### src/rtl/cla_pipe_adder_pkg.sv
// Shared constants and lookahead helpers for the pipelined carry-lookahead adder.
// The lookahead helper works on a 32-bit window so one function serves bits and groups.
package cla_pipe_adder_pkg;

   localparam int CLA_WIDTH  = 16;
   localparam int CLA_GROUP  = 4;
   localparam int CLA_LA_MAX = 32;

   function automatic int cla_ngroup(input int width, input int group);
      if (group > 0) begin
         return width / group;
      end else begin
         return 0;
      end
   endfunction

   function automatic bit cla_width_ok(input int width, input int group);
      return (group >= 1) && (group <= CLA_LA_MAX) && (width >= group) &&
             ((width % group) == 0) && ((width / group) <= CLA_LA_MAX);
   endfunction

   // Flat sum-of-products carry into position 'upto'; positions at or above 'upto' are masked.
   function automatic logic cla_la_carry(input logic [31:0] p, input logic [31:0] g,
                                         input logic cin, input int upto);
      logic acc;
      logic run;
      acc = 1'b0;
      run = 1'b0;
      for (int j = 0; j < CLA_LA_MAX; j++) begin
         run = g[j] & (j < upto);
         for (int k = j + 1; k < CLA_LA_MAX; k++) begin
            run = run & (p[k] | (k >= upto));
         end
         acc = acc | run;
      end
      run = cin;
      for (int k = 0; k < CLA_LA_MAX; k++) begin
         run = run & (p[k] | (k >= upto));
      end
      return acc | run;
   endfunction

endpackage

### src/rtl/cla_pipe_adder_group_pg.sv
// One lookahead group: group propagate/generate and the carry into every bit of the group,
// each carry formed directly from the group carry-in rather than rippled bit to bit.
module cla_pipe_adder_group_pg
   import cla_pipe_adder_pkg::*;
#(
   parameter int GROUP = CLA_GROUP
)
(
   input  logic [GROUP-1:0] i_p,
   input  logic [GROUP-1:0] i_g,
   input  logic             i_cin,
   output logic             o_pstar,
   output logic             o_gstar,
   output logic [GROUP-1:0] o_carry
);

   // Group P*/G* and per-bit lookahead carries
   always_comb begin
      o_pstar = &i_p;
      o_gstar = cla_la_carry(32'(i_p), 32'(i_g), 1'b0, GROUP);
      o_carry = '0;
      for (int i = 0; i < GROUP; i++) begin
         o_carry[i] = cla_la_carry(32'(i_p), 32'(i_g), i_cin, i);
      end
   end

endmodule

### src/rtl/cla_pipe_adder.sv
// Two-stage pipelined carry-lookahead adder with valid/ready on both sides.
// Stage 1 registers bit and group P/G; stage 2 resolves carries and registers the sum.
module cla_pipe_adder
   import cla_pipe_adder_pkg::*;
#(
   parameter int WIDTH = CLA_WIDTH,
   parameter int GROUP = CLA_GROUP
)
(
   input  logic             clk,
   input  logic             rst,
   input  logic             in_valid,
   output logic             in_ready,
   input  logic [WIDTH-1:0] a,
   input  logic [WIDTH-1:0] b,
   input  logic             c_in,
   output logic             out_valid,
   input  logic             out_ready,
   output logic [WIDTH-1:0] sum,
   output logic             c_out,
   output logic             overflow
);

   localparam int NGROUP = cla_ngroup(WIDTH, GROUP);

   generate
      if (!cla_width_ok(WIDTH, GROUP)) begin : g_width_err
         $error("cla_pipe_adder: WIDTH must be a non-zero multiple of GROUP");
      end
   endgenerate

   logic              w_s2_take;
   logic              w_in_fire;
   logic [WIDTH-1:0]  w_p;
   logic [WIDTH-1:0]  w_g;
   logic [NGROUP-1:0] w_s1_pstar;
   logic [NGROUP-1:0] w_s1_gstar;

   logic              r_s1_valid;
   logic [WIDTH-1:0]  r_s1_p;
   logic [WIDTH-1:0]  r_s1_g;
   logic [NGROUP-1:0] r_s1_pstar;
   logic [NGROUP-1:0] r_s1_gstar;
   logic              r_s1_cin;

   logic [NGROUP:0]   w_gc;
   wire  [WIDTH-1:0]  w_bc;
   wire  [NGROUP-1:0] w_s2_pstar_unused;
   wire  [NGROUP-1:0] w_s2_gstar_unused;
   logic [WIDTH-1:0]  w_sum;
   logic              w_cout;
   logic              w_ovf;

   logic              r_out_valid;
   logic [WIDTH-1:0]  r_sum;
   logic              r_cout;
   logic              r_ovf;

   // Stage 2 frees up whenever it is empty or its result leaves this cycle.
   assign w_s2_take = ~r_out_valid | out_ready;
   assign in_ready  = ~r_s1_valid | w_s2_take;
   assign w_in_fire = in_valid & in_ready;
   assign w_p       = a ^ b;
   assign w_g       = a & b;

   // Group P*/G* from the incoming operands
   always_comb begin
      w_s1_pstar = '0;
      w_s1_gstar = '0;
      for (int gi = 0; gi < NGROUP; gi++) begin
         w_s1_pstar[gi] = &w_p[gi*GROUP +: GROUP];
         w_s1_gstar[gi] = cla_la_carry(32'(w_p[gi*GROUP +: GROUP]),
                                       32'(w_g[gi*GROUP +: GROUP]), 1'b0, GROUP);
      end
   end

   // Stage 1 register: data loads only on an accepted transfer
   always_ff @(posedge clk or posedge rst) begin
      if (rst) begin
         r_s1_valid <= 1'b0;
         r_s1_p     <= '0;
         r_s1_g     <= '0;
         r_s1_pstar <= '0;
         r_s1_gstar <= '0;
         r_s1_cin   <= 1'b0;
      end else if (w_in_fire) begin
         r_s1_valid <= 1'b1;
         r_s1_p     <= w_p;
         r_s1_g     <= w_g;
         r_s1_pstar <= w_s1_pstar;
         r_s1_gstar <= w_s1_gstar;
         r_s1_cin   <= c_in;
      end else if (w_s2_take) begin
         r_s1_valid <= 1'b0;
      end
   end

   // Group carries, each a flat lookahead over all lower groups and the carry-in
   always_comb begin
      w_gc    = '0;
      w_gc[0] = r_s1_cin;
      for (int gi = 1; gi <= NGROUP; gi++) begin
         w_gc[gi] = cla_la_carry(32'(r_s1_pstar), 32'(r_s1_gstar), r_s1_cin, gi);
      end
   end

   genvar gv;
   generate
      for (gv = 0; gv < NGROUP; gv++) begin : g_grp
         cla_pipe_adder_group_pg #(
            .GROUP (GROUP)
         ) u_pg (
            .i_p     (r_s1_p[gv*GROUP +: GROUP]),
            .i_g     (r_s1_g[gv*GROUP +: GROUP]),
            .i_cin   (w_gc[gv]),
            .o_pstar (w_s2_pstar_unused[gv]),
            .o_gstar (w_s2_gstar_unused[gv]),
            .o_carry (w_bc[gv*GROUP +: GROUP])
         );
      end
   endgenerate

   assign w_sum  = r_s1_p ^ w_bc;
   assign w_cout = w_gc[NGROUP];
   assign w_ovf  = w_bc[WIDTH-1] ^ w_cout;

   // Stage 2 register: result holds while the consumer stalls
   always_ff @(posedge clk or posedge rst) begin
      if (rst) begin
         r_out_valid <= 1'b0;
         r_sum       <= '0;
         r_cout      <= 1'b0;
         r_ovf       <= 1'b0;
      end else if (w_s2_take) begin
         r_out_valid <= r_s1_valid;
         if (r_s1_valid) begin
            r_sum  <= w_sum;
            r_cout <= w_cout;
            r_ovf  <= w_ovf;
         end
      end
   end

   assign out_valid = r_out_valid;
   assign sum       = r_sum;
   assign c_out     = r_cout;
   assign overflow  = r_ovf;

endmodule

### config.mk
export PLATFORM = sky130hd
export DESIGN_NAME = cla_pipe_adder
export DESIGN_NICKNAME = d
export VERILOG_FILES = /design/src/rtl/cla_pipe_adder_pkg.sv /design/src/rtl/cla_pipe_adder_group_pg.sv /design/src/rtl/cla_pipe_adder.sv
export SDC_FILE = /design/constraint.sdc
export NUM_CORES = 1
export LEC_CHECK = 0
export CAP_MARGIN = 10
export CORE_MARGIN = 3
export CORE_UTILIZATION = 45
export CTS_BUF_LIST = sky130_fd_sc_hd__clkbuf_4 sky130_fd_sc_hd__clkbuf_8 sky130_fd_sc_hd__clkbuf_16
export DETAILED_ROUTE_END_ITERATION = 8
export GPL_ROUTABILITY_DRIVEN = 0
export GPL_TIMING_DRIVEN = 0
export MAX_ROUTING_LAYER = met4
export PLACE_DENSITY = 0.72
export REMOVE_ABC_BUFFERS = 1
export SYNTH_ARGS = -nofsm -noshare
export SYNTH_HDL_FRONTEND = slang
export SYNTH_SLANG_ARGS = --single-unit
### constraint.sdc
create_clock -name clk -period 2.77 [get_ports clk]
set_input_delay 0.554 -clock clk [delete_from_list [all_inputs] [get_ports clk]]
set_output_delay 0.554 -clock clk [all_outputs]
set_load 0.05 [all_outputs]
Yosys cells after proc, flatten, opt, wreduce, memory -nomap -nowiden
Cells that the tools add are included.
{"block": "op_classes", "muxes": 2, "bitwise": 113, "reduce_logical": 6}
{"op": "AND 1 bit", "count": 59}
{"op": "bitwise OR 1 bit", "count": 48}
{"op": "XOR 16 bit", "count": 2}
{"op": "AND 16 bit", "count": 1}
{"op": "AND reduction 4 bit", "count": 4}
{"op": "2-to-1 mux 1 bit", "count": 2}
{"op": "inverter 1 bit", "count": 2}
{"op": "AND reduction 2 bit", "count": 1}
{"op": "nonzero test 2 bit", "count": 1}
{"op": "XOR 1 bit", "count": 1}
{"block": "word_totals", "reg_bits": 60, "input_bits": 37, "output_inout_bits": 20, "wordCells": 131}

Longest topological paths before layout
{"block": "logic_depth", "depth_word": 10, "ltp_mapped": 7, "ltp_nobuf": 7}

By module
A second synthesis with hierarchy kept.
{"block": "hier_totals", "cells_unflattened": 303, "hier_area_um2": 3066.7}
{"mod": "cla_pipe_adder", "n_inst": 1, "cells_each": 259, "area_per_inst_um2": 2806.4, "seq_area_each_um2": 1526.5}
{"mod": "cla_pipe_adder_group_pg", "n_inst": 4, "cells_each": 11, "area_per_inst_um2": 65.1, "seq_area_each_um2": 0.0}

Worst setup path before layout
Ideal clock, no wire load.
{"block": "synth_timing", "path_type": "reg-to-reg", "start": "register r_out_valid (netlist: out_valid)", "end": "register r_s1_cin", "setup_time_ns": 0.125, "t_arrival_ns": 2.121, "required_time_ns": 2.645, "path_slack_ns": 0.524, "stages_incl_launch_ff": 5, "path_buffers": 1, "period_less_slack_ns": 2.246, "path_cell_list": "dfrtp_1 nand3b_1 nand2_2 buf_2 mux2_2"}
{"block": "synth_via", "elab_chain_cells": 4}
{"item": "start, declared", "line": "cla_pipe_adder.sv:54", "rtl": "logic r_out_valid;"}
{"item": "start signal, assigned", "line": "cla_pipe_adder.sv:135", "rtl": "r_out_valid <= r_s1_valid;"}
{"item": "inverter 1 bit", "line": "cla_pipe_adder.sv:60", "rtl": "assign w_s2_take = ~r_out_valid | out_ready;"}
{"item": "bitwise OR 1 bit", "line": "cla_pipe_adder.sv:60"}
{"item": "bitwise OR 1 bit", "line": "cla_pipe_adder.sv:61", "rtl": "assign in_ready = ~r_s1_valid | w_s2_take;"}
{"item": "net in_ready", "line": "cla_pipe_adder.sv:13", "rtl": "output logic in_ready,"}
{"item": "AND 1 bit", "line": "cla_pipe_adder.sv:62", "rtl": "assign w_in_fire = in_valid & in_ready;"}
{"item": "end signal, assigned", "line": "cla_pipe_adder.sv:92", "rtl": "r_s1_cin <= c_in;"}
{"item": "end, declared", "line": "cla_pipe_adder.sv:44", "rtl": "logic r_s1_cin;"}
The timed path passes the listed nets, and every way through them passes these cells.
A chain may end at the register's enable or synchronous reset.

Final worst setup path
{"block": "layout_timing", "start": "input port out_ready", "end": "output port in_ready"}
{"block": "layout_via", "elab_chain_cells": 2}
{"item": "start, declared", "line": "cla_pipe_adder.sv:18", "rtl": "input logic out_ready,"}
{"item": "bitwise OR 1 bit", "line": "cla_pipe_adder.sv:60"}
{"item": "bitwise OR 1 bit", "line": "cla_pipe_adder.sv:61"}
{"item": "end, declared", "line": "cla_pipe_adder.sv:13"}
No other way between the ends.

==> impl_metrics.csv <==
group,metric,value,unit
yosys,synth_ff_type,"dfrtp_1",
power_and_ir_drop,vdd_drop_max,0.0004700,V
place,dp_cells,348,
clock_network,clockRootBuffer,"clkbuf_8",
yosys,postSynth.asyncResetShare,1.000,
sta,setup_viol,0,
final_layout,antenna_cells,0,
global_route,antenna_found_initial,0,
clock_network,ctsHtreeMaxLevel,3,
detailed_routing,drt-initial-drc-count,58,
clock_network,ctsHoldBuffers,0,
clock_network,insertion_delay,0.33,ns
floorplan,die_height,83.61,um
yosys,ys_warn_count,0,
power_and_ir_drop,p_leak,1.614,nW
yosys,synth.cell_area,2710,um2
detailed_routing,vias_per_cell,5.240,
min_path,worstHoldStart,"sum[1]",
sta,tightest_slew,0.9133,ns
yosys,synth-seq-cells,57,
run,maxCapViolations,0,
final_layout,nets,344,
sta,fin_crit,2.607,ns
global_route,first_global_vias,1982,
power_and_ir_drop,share_seq_of_total_power,0.398,
worst_setup_path,critPathCaptureType,"primary output",
clock_network,tritoncts,"yes",
detailed_routing,route.vias.total,1902,
power_and_ir_drop,pwr-share-clk,0.238,
final_layout,stdcell_count,363,
run_status,status,"completed",
final_layout,drive_gt1_frac,0.2027,
place,io_buffer_count,56,
floorplan,start_util,0.4775,
worst_setup_path,cp_max_fo,3,
detailed_routing,drc,0,
power_and_ir_drop,p_int,1.850,mW
floorplan,die_area,6990,um2
sta,fin_skew,0.005639,ns
final_layout,final_common_cell,"dfrtp_1",
worst_setup_path,start_kind,"input port",
final_layout,area_delta_synth_final,30.19,%
clock_network,post_cts_buffers,0,
power_and_ir_drop,switching_share,0.3588,
global_route,global_route.usage.total,0.1653,
detailed_routing,postRouteAntennaNets,0,
yosys,seq_area_frac_synth,0.5263,
sta,rsz0062_at_grt,"no",
worst_setup_path,worst-setup-path-type,"in2out",
yosys,postSynthAreaPerCell,12.04,um2
worst_setup_path,r2r_start,"r_s1_cin",
worst_setup_path,worstReg2RegEnd,"sum[15]",
global_route,grt_pass1_wl,8983,um
power_and_ir_drop,netSwitchingPower,1.035,mW
sta,relSlewSlack,0.3890,
final_layout,final_cell_mix,"dfrtp_1, clkdlybuf4s50_1, mux2_2, nand2_1, ha_1",
final_layout,fillers,480,
power_and_ir_drop,combPwrFrac,0.364,
sta,fmax,0.3835,GHz
place,post_dp_cell_area,3353,um2
yosys,synth-edff-count,0,
clock_network,cts_sinks,57,
sta,final-hold-violation-count,0,
min_path,worstHoldPathType,"reg2reg",
floorplan,core_area,5675,um2
worst_setup_path,reg2regPathDepth,7,
worst_setup_path,worstPathRequired,2.22,ns
floorplan,io_pins,57,
final_layout,fin_area,3528,um2
clock_network,ctsResizeCount,0,
min_path,hold_depth,2,
global_route,gr-total-overflow,0,
floorplan,fp.dieW,83.61,um
min_path,holdPathEnd,"sum[1]",
yosys,synthesis.instances,225,
sta,fin_crit_sh,0.9413,
power_and_ir_drop,pwr_density_cell,817.7,nW/um2
worst_setup_path,rrSetupSlack,0.85,ns
clock_network,clk_pin_slew,0.06,ns
clock_network,cts_made_buffers,9,
detailed_routing,drt_first_pass_iters,4,
detailed_routing,wl_per_cell,14.15,um
worst_setup_path,worstPathArrival,2.05,ns
place,dp_hpwl,3733,um
floorplan,rows,27,
yosys,synth_cell_type_count,32,
detailed_routing,wl,5137,um
sta,maxSlewViolCount,0,
global_route,grt_max_degree,46,
clock_network,clock_path_buffers,2,
-- power by group through the flow --
| stage | Combinational (mW) | Sequential, mW | Clock [mW] |
|---|---|---|---|
| after global routing | 1.13 | 1.18 | 0.743 |
| after floorplan | 0.352 | 1.50 | 0 |
| after detailed placement | 1.06 | 1.16 | 0 |
| after CTS | 1.06 | 1.15 | 0.711 |
| after global placement | 1.05 | 1.16 | 0 |
| final | 1.05 | 1.15 | 0.687 |
-- flip-flops by register name, indices dropped and copies added (netlist names) --
name	count
sum	16
c_out	1
r_s1_pstar	4
r_s1_g	12
r_s1_p	16
r_s1_cin	1
out_valid	1
r_s1_gstar	4
r_s1_valid	1
overflow	1
-- Yosys cell counts, types with 2 or more instances --
cell | instances | area, um2
nand4_1 | 5 | 31.28
or2_2 | 4 | 25.02
nand2_2 | 2 | 12.51
a21o_1 | 10 | 75.07
dfrtp_1 | 57 | 1426
xor2_1 | 8 | 70.07
a21oi_1 | 6 | 30.03
o21a_1 | 4 | 30.03
ha_1 | 20 | 250.2
o31ai_1 | 4 | 30.03
nand2_1 | 22 | 82.58
clkbuf_1 | 2 | 7.510
nor3_1 | 4 | 20.02
o21ai_0 | 17 | 85.08
buf_2 | 4 | 20.02
mux2_2 | 33 | 371.6
o22ai_1 | 3 | 18.77
nor2_1 | 5 | 18.77
inv_1 | 2 | 7.510
-- per-stage QoR --
| stage | utilization | power (mW) | TNS, ns | setup WS (ns) | hold slack [ns] |
|---|---|---|---|---|---|
| after global placement | 0.5873 | 2.201 | -13.17 | -0.2332 | 0.4609 |
| final | 0.6217 | 2.885 | 0 | 0.1626 | 0.4718 |
| after CTS | 0.6217 | 2.925 | 0 | 0.1581 | 0.4788 |
| after floorplan | - | 1.851 | 0 | 0.3285 | 0.4506 |
| after global routing | 0.6217 | 3.048 | 0 | 0.1204 | 0.5019 |
| after detailed placement | 0.5908 | 2.225 | 0 | 0.1616 | 0.4655 |
-- worst max-delay path, stage by stage --
cell             delay (ns)
clkdlybuf4s50_1        0.50
nand3b_1               0.17
clkdlybuf4s50_1        0.83
-- per-layer routing --
layer | GRT usage | routed length [um] | vias to the layer above
met5 | - | 0 | -
met3 | 0.03554 | 291 | 8
met1 | 0.2041 | 2358 | 902
li1 | - | - | 939
met2 | 0.2545 | 2386 | 53
met4 | 0.08772 | 100 | 0
-- cells by family after synthesis --
group / after synthesis / synth area share
DFF: 57 / 0.5263
buffers and inverters: 8 / 0.01293
xor gates and xnor gates: 8 / 0.02586
adders and majority gates: 20 / 0.09234
muxes: 33 / 0.1371
and+or+nand+nor: 50 / 0.09049
AOI/OAI and AO/OA: 49 / 0.1150
-- how the worst max path moves through the flow --
| stage | from | endpoint | depth (start not counted) |
|---|---|---|---|
| after floorplan | out_valid | r_s1_cin | 3 |
| after global placement | rst | r_s1_p[11] | 2 |
| after detailed placement | out_ready | in_ready | 3 |
| after CTS | out_ready | in_ready | 3 |
| after global routing | out_ready | in_ready | 3 |
| final | out_ready | in_ready | 3 |
-- layout make-up --
class	count	area (um2)	share of cell area
Multi-Input combinational cell	160	1249	0.3539
Timing Repair Buffer	57	580.6	0.1645
Clock buffer	15	175.2	0.04965
Tap cell	72	90.09	0.02553
Sequential cell	57	1426	0.4043
Inverter	2	7.507	0.002128
Note: power is estimated with default switching activity, not from simulation.
